`src/rtl/axis_rgb_packer.sv`:
```
// AXI-Stream packer: 24-bit RGB pixels in, BMP-order BGR bytes out, 4 pixels per 3 words.
// Define PACKER_SKID_EN for a 2-entry output skid buffer with a registered S_AXIS_TREADY.
module axis_rgb_packer #(
    parameter int unsigned FRAME_PIXELS = 262144
) (
    input  logic        ACLK,
    input  logic        ARESET,
    input  logic        enable,
    input  logic [31:0] S_AXIS_TDATA,
    input  logic        S_AXIS_TVALID,
    input  logic        S_AXIS_TLAST,
    output logic        S_AXIS_TREADY,
    output logic [31:0] M_AXIS_TDATA,
    output logic        M_AXIS_TVALID,
    output logic        M_AXIS_TLAST,
    input  logic        M_AXIS_TREADY,
    output logic        frame_done,
    output logic [23:0] pixel_count
);

    localparam logic [2:0] PH0   = 3'd0;
    localparam logic [2:0] PH1   = 3'd1;
    localparam logic [2:0] PH2   = 3'd2;
    localparam logic [2:0] PH3   = 3'd3;
    localparam logic [2:0] FLUSH = 3'd4;

    localparam logic [23:0] LAST_IDX = 24'(FRAME_PIXELS - 1);
    localparam logic [23:0] CNT_MAX  = 24'hFF_FFFF;

    logic [2:0]  state_q, state_d;
    logic [23:0] residue_q, residue_d;
    logic [23:0] count_q, count_d;

    logic        s_accept;
    logic        eof;
    logic        out_room;
    logic        m_pop;
    logic        word_push;
    logic        word_last;
    logic [31:0] word_data;

    logic unused_tdata;
    assign unused_tdata = ^S_AXIS_TDATA[31:24];

    assign s_accept    = S_AXIS_TVALID & S_AXIS_TREADY;
    assign eof         = S_AXIS_TLAST | (count_q == LAST_IDX);
    assign m_pop       = M_AXIS_TVALID & M_AXIS_TREADY;
    assign frame_done  = m_pop & M_AXIS_TLAST;
    assign pixel_count = count_q;

    // Residue is kept right-aligned with zero upper bytes, so a flush word is just {0, residue}.
    always_comb begin
        state_d   = state_q;
        residue_d = residue_q;
        count_d   = count_q;
        word_push = 1'b0;
        word_last = 1'b0;
        word_data = '0;
        if (s_accept) begin
            if (eof) begin
                count_d = '0;
            end else if (count_q != CNT_MAX) begin
                count_d = count_q + 24'd1;
            end
            unique case (state_q)
                PH0: begin
                    residue_d = S_AXIS_TDATA[23:0];
                    state_d   = eof ? FLUSH : PH1;
                end
                PH1: begin
                    word_push = 1'b1;
                    word_data = {S_AXIS_TDATA[7:0], residue_q};
                    residue_d = {8'h00, S_AXIS_TDATA[23:8]};
                    state_d   = eof ? FLUSH : PH2;
                end
                PH2: begin
                    word_push = 1'b1;
                    word_data = {S_AXIS_TDATA[15:0], residue_q[15:0]};
                    residue_d = {16'h0000, S_AXIS_TDATA[23:16]};
                    state_d   = eof ? FLUSH : PH3;
                end
                PH3: begin
                    word_push = 1'b1;
                    word_data = {S_AXIS_TDATA[23:0], residue_q[7:0]};
                    word_last = eof;
                    residue_d = '0;
                    state_d   = PH0;
                end
                default: ;
            endcase
        end else if ((state_q == FLUSH) && enable && out_room) begin
            word_push = 1'b1;
            word_data = {8'h00, residue_q};
            word_last = 1'b1;
            residue_d = '0;
            state_d   = PH0;
        end
    end

    always_ff @(posedge ACLK) begin
        if (ARESET) begin
            state_q   <= PH0;
            residue_q <= '0;
            count_q   <= '0;
        end else begin
            state_q   <= state_d;
            residue_q <= residue_d;
            count_q   <= count_d;
        end
    end

`ifdef PACKER_SKID_EN
    // Two-entry FIFO; head drives the M_AXIS outputs and only changes on a pop.
    logic [1:0]  fill_q, fill_d;
    logic [32:0] head_q, head_d;
    logic [32:0] tail_q, tail_d;
    logic [32:0] push_word;
    logic        s_ready_q, s_ready_d;

    assign push_word     = {word_last, word_data};
    assign out_room      = (fill_q != 2'd2) | M_AXIS_TREADY;
    assign M_AXIS_TVALID = (fill_q != 2'd0);
    assign M_AXIS_TDATA  = head_q[31:0];
    assign M_AXIS_TLAST  = head_q[32];
    assign S_AXIS_TREADY = s_ready_q & enable & ~ARESET;

    always_comb begin
        head_d = head_q;
        tail_d = tail_q;
        fill_d = fill_q;
        case ({word_push, m_pop})
            2'b10: begin
                if (fill_q == 2'd0) begin
                    head_d = push_word;
                end else begin
                    tail_d = push_word;
                end
                fill_d = fill_q + 2'd1;
            end
            2'b01: begin
                head_d = tail_q;
                fill_d = fill_q - 2'd1;
            end
            2'b11: begin
                if (fill_q == 2'd1) begin
                    head_d = push_word;
                end else begin
                    head_d = tail_q;
                    tail_d = push_word;
                end
            end
            default: ;
        endcase
        // Ready only when a push next cycle fits even without a pop.
        s_ready_d = (state_d != FLUSH) && (fill_d != 2'd2);
    end

    always_ff @(posedge ACLK) begin
        if (ARESET) begin
            fill_q    <= '0;
            head_q    <= '0;
            tail_q    <= '0;
            s_ready_q <= 1'b1;
        end else begin
            fill_q    <= fill_d;
            head_q    <= head_d;
            tail_q    <= tail_d;
            s_ready_q <= s_ready_d;
        end
    end
`else
    logic        valid_q, valid_d;
    logic        last_q, last_d;
    logic [31:0] data_q, data_d;

    assign out_room      = ~valid_q | M_AXIS_TREADY;
    assign M_AXIS_TVALID = valid_q;
    assign M_AXIS_TDATA  = data_q;
    assign M_AXIS_TLAST  = last_q;
    assign S_AXIS_TREADY = ~ARESET & enable & (state_q != FLUSH) & out_room;

    always_comb begin
        valid_d = valid_q;
        last_d  = last_q;
        data_d  = data_q;
        if (word_push) begin
            valid_d = 1'b1;
            last_d  = word_last;
            data_d  = word_data;
        end else if (m_pop) begin
            valid_d = 1'b0;
            last_d  = 1'b0;
        end
    end

    always_ff @(posedge ACLK) begin
        if (ARESET) begin
            valid_q <= 1'b0;
            last_q  <= 1'b0;
            data_q  <= '0;
        end else begin
            valid_q <= valid_d;
            last_q  <= last_d;
            data_q  <= data_d;
        end
    end
`endif

endmodule

```
`config.mk`:
```
export PLATFORM = sky130hd
export DESIGN_NAME = axis_rgb_packer
export DESIGN_NICKNAME = d
export VERILOG_FILES = /design/src/rtl/axis_rgb_packer.sv
export SDC_FILE = /design/constraint.sdc
export NUM_CORES = 1
export LEC_CHECK = 0
export ABC_CLOCK_PERIOD_IN_PS = 2900
export CAP_MARGIN = 20
export CORE_MARGIN = 2
export CORE_UTILIZATION = 40
export DETAILED_ROUTE_END_ITERATION = 12
export HOLD_SLACK_MARGIN = 0.08
export PLACE_DENSITY = 0.66
export SYNTH_ARGS = -nofsm -noshare
export SYNTH_HDL_FRONTEND = slang
export SYNTH_SLANG_ARGS = --single-unit
```
`constraint.sdc`:
```
create_clock -name ACLK -period 2.9 [get_ports ACLK]
set_input_delay 0.87 -clock ACLK [delete_from_list [all_inputs] [get_ports ACLK]]
set_output_delay 0.87 -clock ACLK [all_outputs]
set_load 0.02 [all_outputs]
```
# After elaboration in Yosys (flattened, before gate mapping)
# Cells that the tools add are included.
word_totals:
  reg_bits: 85
  output_inout_bits: 60
  elab_cells: 56
classes:
  n_addsub: 1
  n_eq_ne: 8
  muxes: 22
  n_bitwise: 10
  n_reduce_logical: 9
ops:
  columns: ["op", "count"]
  rows:
  - ["24-bit two-way mux", 5]
  - ["24-bit one-hot mux with 4 select lines", 1]
  - ["32-bit one-hot mux with 3 select lines", 1]
  - ["32-bit two-way mux", 1]
  - ["24-bit by 1-bit adder with 24-bit output, second input constant", 1]
  - ["24-bit by 18-bit == test with 1-bit output, second input constant", 1]
  - ["24-bit inequality test, second input constant", 1]
  - ["3-bit two-way mux", 5]
  - ["3-bit one-hot mux with 4 select lines", 1]
  - ["1-bit two-way mux", 8]
  - ["1-bit bitwise AND", 6]
  - ["3-bit by 2-bit == test with 1-bit output, second input constant", 2]
  - ["2-bit nonzero test", 3]
  - ["5-bit by 1-bit inequality test with 1-bit output, second input constant", 1]
  - ["2-bit AND reduction", 2]
  - ["3-bit by 1-bit == test with 1-bit output, second input constant", 1]
  - ["3-bit == test, second input constant", 1]
  - ["3-bit logical NOT", 1]
  - ["3-bit inequality test, second input constant", 1]
  - ["3-bit OR reduction", 1]
  - ["1-bit logical AND", 2]
  - ["1-bit inverter", 2]
  - ["1-bit OR", 2]

# Depth between registers and ports, before layout
# Gate-level depths: netlist of the first run.
logic_depth:
  depth_word: 7
  ltp_mapped: 8

# Worst setup path before layout of the first run
# Ideal clock, no wire load.
synth_path:
  path_kind: "input to register"
  startpoint: "input ARESET"
  endpoint: "register residue_q[14]"
  arrival_ns: 2.329
  slack_ns: 0.439
  path_stages: 8
  n_path_buf: 3
  path_cell_list: "nand2b_1 -> or4_1 -> clkbuf_1 -> and2_0 -> clkbuf_1 -> buf_2 -> a221oi_1 -> nor3_1"
synth_between:
  elab_chain_len: 7
  elab_cells_between_ends: 9
  classes_between: "eq/ne: 1; mux: 1; bitwise: 5; reduce/logical: 2"
synth_lines:
  columns: ["element", "line", "text"]
  rows:
  - ["from (decl)", "7", "input logic ARESET,"]
  - ["1-bit inverter", "180", "assign S_AXIS_TREADY = ~ARESET & enable & (state_q != FLUSH) & out_room;"]
  - ["1-bit bitwise AND (3 in series)", "180", null]
  - ["1-bit bitwise AND", "45", "assign s_accept = S_AXIS_TVALID & S_AXIS_TREADY;"]
  - ["5-bit by 1-bit inequality test with 1-bit output (no source line) or 2-bit nonzero test (tied branches)", null, null]
  - ["2-bit AND reduction (no source line)", null, null]
  - ["to (signal assigned)", "107", "residue_q <= residue_d;"]
  - ["to (decl)", "31", "logic [23:0] residue_q, residue_d;"]
# Several ways; a longest one is shown, not always the timed one.
# A chain may end at the register's enable or synchronous reset.

# Worst setup path after layout of the first run
layout_path:
  startpoint: "input M_AXIS_TREADY"
  endpoint: "output frame_done"
layout_between:
  elab_chain_len: 2
layout_lines:
  columns: ["element", "line", "text"]
  rows:
  - ["from (decl)", "16", "input logic M_AXIS_TREADY,"]
  - ["1-bit bitwise AND", "47", "assign m_pop = M_AXIS_TVALID & M_AXIS_TREADY;"]
  - ["1-bit bitwise AND", "48", "assign frame_done = m_pop & M_AXIS_TLAST;"]
  - ["to (decl)", "17", "output logic frame_done,"]
# No other way between the ends.

==> summary.txt, run 1 <==
DRT
---------------------------------------------------------------------------------
Remaining design rule violation count                                           0
Mean number of vias per cell                                                5.715
Avg WL per Cell                                                          16.35 um
Number of vias after detailed routing                                        4475
Overall routed net length                                                12800 um
Remaining antenna violation count after routing                                 0
Initial detailed-routing violation count                                      281
Number of detailed-route iterations in the first pass                           5

CTS
---------------------------------------------------------------------------------
Count of clock tree sinks                                                      85
TritonCTS clock tree                                                        built
Clk Tree Root Cell                                                   sky130_fd_sc_hd__clkbuf_8
Clock slew seen by the registers of the worst setup and hold paths        0.08 ns
Cts hold-fix bufs                                                               0
Post-CTS Setup Repair Bufs                                                      0
CTS buffer count                                                                9
Max H-tree Level                                                                3
Worst-skew pair later-pin latency                                         0.36 ns
Clk buf depth                                                                   2

TIMING
---------------------------------------------------------------------------------
Setup repair after global routing missed its margin                         false
Final hold viol count                                                           0
Maximum clock skew at final layout                                    0.009950 ns
Maximum frequency from static timing analysis                           355.8 MHz
Slew at the pin closest to its max-slew limit                           0.8432 ns
Accumulated negative setup slack                                             0 ns
Number of pins with negative max-slew slack in the final report                 0
Minimum clock period                                                     2.811 ns
Relative slew slack                                                        43.67%
Worst path setup slack after routing                                   0.08938 ns
Final worst-path cycle share                                               96.92%
Final Setup Violations                                                          0

SYNTHESIS
---------------------------------------------------------------------------------
Fraction of synthesis flops using an asynchronous set or reset pin             0%
Distinct cells, synth                                                          52
Top_reg_cell synth                                                   sky130_fd_sc_hd__dfxtp_1
Number of enable-type register cells in the synthesized netlist                 0
Synthesized area per cell                                             7.928 sq um
Nets in the synthesized netlist                                               583
Post-synthesis sequential area ratio                                       39.45%
Cells after Synth                                                             544
Number of warnings issued by yosys                                              0
Cell area after technology mapping                                     4313 sq um
Post-synthesis register bit count                                              85

POWER AND IR DROP
---------------------------------------------------------------------------------
Peak supply drop                                                        0.2334 mV
Leakage                                                               0.002004 uW
PD cells                                                             401.3 nW/um^2

GLOBAL ROUTE
---------------------------------------------------------------------------------
Global route total overflow                                                     0
Maximum number of pins on one net before global-route repair                   65
Total track usage                                                          22.49%
Number of global-route vias before repair                                    4312
First-pass GRT wire length                                               20830 um
Number of antenna violations at the first check in global routing               0

WORST SETUP PATH
---------------------------------------------------------------------------------
Crit path required time                                                   2.03 ns
Biggest fanout along the worst timing path                                      3
Critical Path Source Type                                               input pin
Critical path data arrival time                                           1.94 ns
Worst Setup Path Type                                                input pin to primary output
Worst setup EP type                                                  primary output

PLACEMENT
---------------------------------------------------------------------------------
Final weighted congestion of routability-driven global placement           0.8607
Setup WS pre-CTS                                                       -0.3164 ns
Count of input and output buffers                                              89
DPL Wire Length                                                           9109 um

FINISH
---------------------------------------------------------------------------------
Fin nets                                                                      684
Area of the multi-input gates                                          2435 sq um
Layout-stage area growth over the synthesis result                         32.58%
Number of diodes added for antenna fixing                                       0
Number of filler cells placed in the layout                                  1002
Share of layout cells above drive strength 1                               13.76%
Sequential cell area                                                   1702 sq um

FLOW RUN
---------------------------------------------------------------------------------
Max cap viols                                                                   0

DIE
---------------------------------------------------------------------------------
Die Height                                                               107.8 um
Initial Utilization                                                        41.41%
Die boundary width                                                       107.8 um
I/O pin count                                                                  98
Floorplan die area                                                    11630 sq um
FP Rows                                                                        37
CORE AREA                                                             10420 sq um

WORST HOLD PATH
---------------------------------------------------------------------------------
Tightest Hold Check Type                                             register to register

STATUS
---------------------------------------------------------------------------------
Run status                                                           complete, no violations

## cell families (layout without fill, tap and decap cells)
group	after synthesis	after routing	synth area share, %
AND/OR/NAND/NOR	262	262	29.71
AO/OA/AOI/OAI	119	119	19.03
flip-flops	85	85	39.45
buffers and inverters	45	148	4.207
XOR/XNOR	18	18	3.655
multiplexers	14	14	3.655
adder cells (fa/ha/maj)	1	1	0.2901
## cell type report
| type | instances | share of cell area (%) |
|---|---|---|
| Clock buffer | 11 | 2.648 |
| Clock inverter | 2 | 0.6127 |
| Inverter | 5 | 0.3282 |
| Multi-Input combinational cell | 414 | 42.58 |
| Sequential cell | 85 | 29.76 |
| Tap cell | 136 | 2.976 |
| Timing Repair Buffer | 130 | 21.09 |
## flip-flops by register name (all words and copies together) (netlist names)
| register | cells |
|---|---|
| pixel_count | 24 |
| M_AXIS_TVALID | 1 |
| M_AXIS_TLAST | 1 |
| M_AXIS_TDATA | 32 |
| state_q | 3 |
| residue_q | 24 |
## through the flow
step	total power (uW)	util, %	instances	cell area [sq um]	hold slack (ns)
6_report	2295	54.89	783	5718	0.4575
5_1_grt	2381	54.89	783	5718	0.4810
4_1_cts	2308	54.85	783	5713	0.4616
3_5_place_dp	1481	53.06	770	5527	0.4475
3_3_place_gp	1478	53.06	770	5527	0.4458
2_1_floorplan	1350	-	544	4313	0.4365
## metal layers
metal	vias up	GRT usage, %	wire, um
li1	2153	-	-
met1	2137	26.63	5405
met2	157	39.89	6477
met3	28	4.600	668
met4	0	8.242	252
met5	-	0	0
## synthesized netlist by cell type, drive strengths merged (6+ instances only)
master   instances  area [sq um]
or4              7         56.30
nand2           73         274.0
or3              8         50.05
nor2            89         334.1
a21oi           41         205.2
nor3            13         76.33
o21ai           12         60.06
dfxtp           85          1702
nor4            17         118.9
mux2            14         157.7
xnor2           18         157.7
nand3           23         115.1
a221oi           8         70.07
a211oi          10         75.07
a2bb2oi          6         52.55
clkbuf          28         105.1
a31oi            7         43.79
o221a            6         67.56
a22oi            8         60.06
nand4            7         50.05
buf             12         57.56
## placed cells by master (no fill, tap or decap), types with 7 or more instances in the layout
master and n:
sky130_fd_sc_hd__nor2_1 89, sky130_fd_sc_hd__or3_1 8, sky130_fd_sc_hd__a31oi_1 7, sky130_fd_sc_hd__dfxtp_1 85
sky130_fd_sc_hd__xnor2_1 18, sky130_fd_sc_hd__clkbuf_8 11, sky130_fd_sc_hd__a21oi_1 41, sky130_fd_sc_hd__nor4_1 15
sky130_fd_sc_hd__clkdlybuf4s50_1 86, sky130_fd_sc_hd__a22oi_1 8, sky130_fd_sc_hd__a211oi_1 10, sky130_fd_sc_hd__nand2_1 73
sky130_fd_sc_hd__buf_4 40, sky130_fd_sc_hd__mux2_2 14, sky130_fd_sc_hd__o21ai_0 12, sky130_fd_sc_hd__nand3_1 23
sky130_fd_sc_hd__a221oi_1 8, sky130_fd_sc_hd__nor3_1 11
## repair_timing
item                       in CTS  in global routing
resized for setup               5                  1
gates cloned                    0                  0
setup endpoints to repair       2                  1
## where the power goes
group | total (uW) | leakage [uW] | switching, uW | internal [uW]
logic | 255 | 0.00122 | 141 | 114
registers | 1200 | 0.000687 | 13.5 | 1190
clock network | 838 | 0.0000971 | 408 | 430
total | 2290 | 0.00200 | 563 | 1730
## path summary, 6_finish.rpt
| kind | start | end | slack (ns) | cells past startpoint |
|---|---|---|---|---|
| worst max-delay path | M_AXIS_TREADY | frame_done | 0.09 | 4 |
| worst min-delay path | M_AXIS_TDATA[4] | M_AXIS_TDATA[4] | 0.46 | 2 |
| worst max register to register | pixel_count[0] | pixel_count[20] | 0.58 | 5 |
| worst min register to register | M_AXIS_TDATA[4] | M_AXIS_TDATA[4] | 0.46 | 2 |
## worst max-delay path: stages
cell	delay, ns
sky130_fd_sc_hd__clkdlybuf4s50_1	0.49
sky130_fd_sc_hd__buf_4	0.12
sky130_fd_sc_hd__and3_1	0.14
sky130_fd_sc_hd__dlygate4sd2_1	0.32
Note: power is estimated with default switching activity, not from simulation.
==> run 2, diff against run 1 <==
--- a/config.mk
+++ b/config.mk
@@ -5,7 +5,7 @@
 export SDC_FILE = /design/constraint.sdc
 export NUM_CORES = 1
 export LEC_CHECK = 0
-export ABC_CLOCK_PERIOD_IN_PS = 2900
+export ABC_CLOCK_PERIOD_IN_PS = 2930
 export CAP_MARGIN = 20
 export CORE_MARGIN = 2
 export CORE_UTILIZATION = 40
==> constraint.sdc (replaced) <==
create_clock -name ACLK -period 2.93 [get_ports ACLK]
set_input_delay 0.879 -clock ACLK [delete_from_list [all_inputs] [get_ports ACLK]]
set_output_delay 0.879 -clock ACLK [all_outputs]
set_load 0.02 [all_outputs]
==> summary.txt, run 2 (synthesized netlist as in run 1, its figures left out) <==
DIE
---------------------------------------------------------------------------------
CORE AREA                                                             10420 sq um   unchanged
FP Rows                                                                        37   unchanged
Floorplan die area                                                    11630 sq um   unchanged
Die Height                                                               107.8 um   unchanged
Initial Utilization                                                        41.41%   unchanged
Die boundary width                                                       107.8 um   unchanged
I/O pin count                                                                  98   unchanged

WORST SETUP PATH
---------------------------------------------------------------------------------
Worst setup EP type                                                  primary output
Crit path required time                                                   2.05 ns   +0.02 ns
Cell breakdown of the critical path                                  clkdlybuf4s50_1, nor2b_1, nor3_2, clkdlybuf4s15_2
Critical path data arrival time                                           1.96 ns   +0.02 ns
Critical Path Source Type                                               input pin
Maximum cell stage delay along the critical path                          0.49 ns   about the same
Worst Setup Path Type                                                input pin to primary output
Slowest-stage cell, CP                                               sky130_fd_sc_hd__clkdlybuf4s50_1
Biggest fanout along the worst timing path                                      2   -1
Kind of cell adding the most delay to the critical path              buffers and inverters
Worst Path Buf+Inv                                                              2   -1

CTS
---------------------------------------------------------------------------------
Clk buf depth                                                                   2   unchanged
Post-CTS Setup Repair Bufs                                                      0   unchanged
Clock slew seen by the registers of the worst setup and hold paths        0.08 ns   about the same
Worst-skew pair later-pin latency                                         0.36 ns   about the same
Count of clock tree sinks                                                      85   unchanged
Max H-tree Level                                                                3   unchanged
CTS buffer count                                                                9   unchanged
TritonCTS clock tree                                                        built
Clk Tree Root Cell                                                   sky130_fd_sc_hd__clkbuf_8
Cts hold-fix bufs                                                               0   unchanged

DRT
---------------------------------------------------------------------------------
Remaining antenna violation count after routing                                 0   unchanged
Amount of wire on met2 after detailed routing                             6324 um   -2.4%
Overall routed net length                                                12730 um   -0.59%
Mean number of vias per cell                                                5.677   -0.66%
Avg WL per Cell                                                          16.17 um   -1.1%
DRT met1 WL                                                               5532 um   +2.3%
Routed met3 length                                                         645 um   -3.4%
Top Metal Used                                                               met4
Initial detailed-routing violation count                                      298   +6.0%
Number of vias after detailed routing                                        4468   -0.16%
Number of detailed-route iterations in the first pass                           5   unchanged
Remaining design rule violation count                                           0   unchanged

GLOBAL ROUTE
---------------------------------------------------------------------------------
Total track usage                                                          22.64%   +0.15 points
Number of antenna violations at the first check in global routing               0   unchanged
Global route total overflow                                                     0   unchanged
Number of global-route vias before repair                                    4287   -0.58%
First-pass GRT wire length                                               21090 um   +1.3%
Maximum number of pins on one net before global-route repair                   65   unchanged

TIMING
---------------------------------------------------------------------------------
Worst path setup slack after routing                                   0.09272 ns   +0.003335 ns
Final hold viol count                                                           0   unchanged
Number of pins with negative max-slew slack in the final report                 0   unchanged
Slew at the pin closest to its max-slew limit                           0.8207 ns   -0.02256 ns
Smallest hold slack                                                     0.4601 ns   +0.002515 ns
Maximum clock skew at final layout                                     0.01233 ns   +0.002382 ns
Relative slew slack                                                        45.17%   +1.5 points
Final worst-path cycle share                                               96.84%
Minimum clock period                                                     2.837 ns
Maximum frequency from static timing analysis                           352.5 MHz
Final Setup Violations                                                          0   unchanged
Setup repair after global routing missed its margin                         false
Accumulated negative setup slack                                             0 ns   unchanged

FINISH
---------------------------------------------------------------------------------
Fin nets                                                                      685   +0.15%
Layout-stage area growth over the synthesis result                         32.70%   about the same
Share of layout cells above drive strength 1                               13.82%   +0.069 points
Most common library cell in the layout ignoring fill and taps        sky130_fd_sc_hd__nor2_1
Number of diodes added for antenna fixing                                       0   unchanged
Top library cells by usage in the layout, fill and taps aside        sky130_fd_sc_hd__nor2_1 (89), sky130_fd_sc_hd__clkdlybuf4s50_1 (86), sky130_fd_sc_hd__dfxtp_1 (85)
Final core area utilization                                                54.94%   about the same
Max FFs per register                                                           32   unchanged
Number of filler cells placed in the layout                                  1007   +0.50%

FLOW RUN
---------------------------------------------------------------------------------
Max cap viols                                                                   0   unchanged

STATUS
---------------------------------------------------------------------------------
Run status                                                           complete, no violations

PLACEMENT
---------------------------------------------------------------------------------
DPL Wire Length                                                           9129 um   +0.22%
Count of input and output buffers                                              89   unchanged
Setup WS pre-CTS                                                       -0.3124 ns   +0.003955 ns
Final weighted congestion of routability-driven global placement           0.8558   -0.57%

POWER AND IR DROP
---------------------------------------------------------------------------------
Leakage                                                               0.002007 uW   +0.13%
Peak supply drop                                                        0.2782 mV   +19%
PD cells                                                             394.0 nW/um^2   -1.8%

WORST HOLD PATH
---------------------------------------------------------------------------------
Tightest Hold Check Type                                             register to register

-- run 2: cell count changes in the layout (fill, tap and decap cells not counted) --
cell	before	now
sky130_fd_sc_hd__clkbuf_8	11	9
sky130_fd_sc_hd__clkbuf_1	0	3
sky130_fd_sc_hd__clkinv_4	0	1
sky130_fd_sc_hd__clkinv_2	1	2
sky130_fd_sc_hd__buf_4	40	41
-- run 2: worst register-to-register path, cell delays in order (launching register included) --
cell and delay, ns:
sky130_fd_sc_hd__dfxtp_1 0.42, sky130_fd_sc_hd__ha_1 0.34, sky130_fd_sc_hd__nand4_2 0.24, sky130_fd_sc_hd__or3_1 0.57, sky130_fd_sc_hd__or4_1 0.53, sky130_fd_sc_hd__a21oi_1 0.17
-- run 2: repair_timing --
item                                   in CTS  in global routing
pin swaps                                   0                  0
gates resized for setup                     5                  1
endpoints found under the hold margin       0                  0
setup endpoints to repair                   2                  1
-- run 2: worst paths after layout --
kind	from	end	slack [ns]	cells past startpoint
worst max-delay path	M_AXIS_TREADY	S_AXIS_TREADY	0.09	4
worst min register to register	M_AXIS_TDATA[1]	M_AXIS_TDATA[1]	0.46	2
worst min-delay path	M_AXIS_TDATA[1]	M_AXIS_TDATA[1]	0.46	2
worst max register to register	pixel_count[1]	pixel_count[20]	0.59	5
-- run 2: final cells by class --
cell class / count / area (sq um) / share of cell area [%]
clock buffers: 12 / 135.1 / 2.361
flip-flops and latches: 85 / 1702 / 29.73
multi-input cells: 414 / 2435 / 42.54
clock inverters: 4 / 48.80 / 0.8526
repair buffers: 131 / 1214 / 21.21
inverters: 5 / 18.77 / 0.3279
well taps: 136 / 170.2 / 2.973
-- run 2: stage by stage --
stage | instances | total power, uW | area, sq um
after floorplan | 544 | 1336 | 4313
after global placement | 771 | 1463 | 5534
after detailed placement | 771 | 1467 | 5534
after CTS | 787 | 2267 | 5718
after global routing | 787 | 2340 | 5723
final | 787 | 2255 | 5723
-- run 2: power breakdown --
part	total (uW)	internal, uW	switching [uW]
registers	1190	1180	13.1
logic	253	113	140
clock network	813	394	419
total	2250	1680	572
-- run 2: metal layers --
metal	track usage [%]	up-vias
li1	-	2173
met1	28.34	2125
met2	39.80	149
met3	3.814	21
met4	6.502	0
met5	0	-
==> run 3, diff against run 2 <==
--- a/config.mk
+++ b/config.mk
@@ -12,6 +12,7 @@
 export DETAILED_ROUTE_END_ITERATION = 12
 export HOLD_SLACK_MARGIN = 0.08
 export PLACE_DENSITY = 0.66
+export SLEW_MARGIN = 40
 export SYNTH_ARGS = -nofsm -noshare
 export SYNTH_HDL_FRONTEND = slang
 export SYNTH_SLANG_ARGS = --single-unit
==> results of run 3 <==
No change in the layout: final DEF, timing and power equal those of run 2.
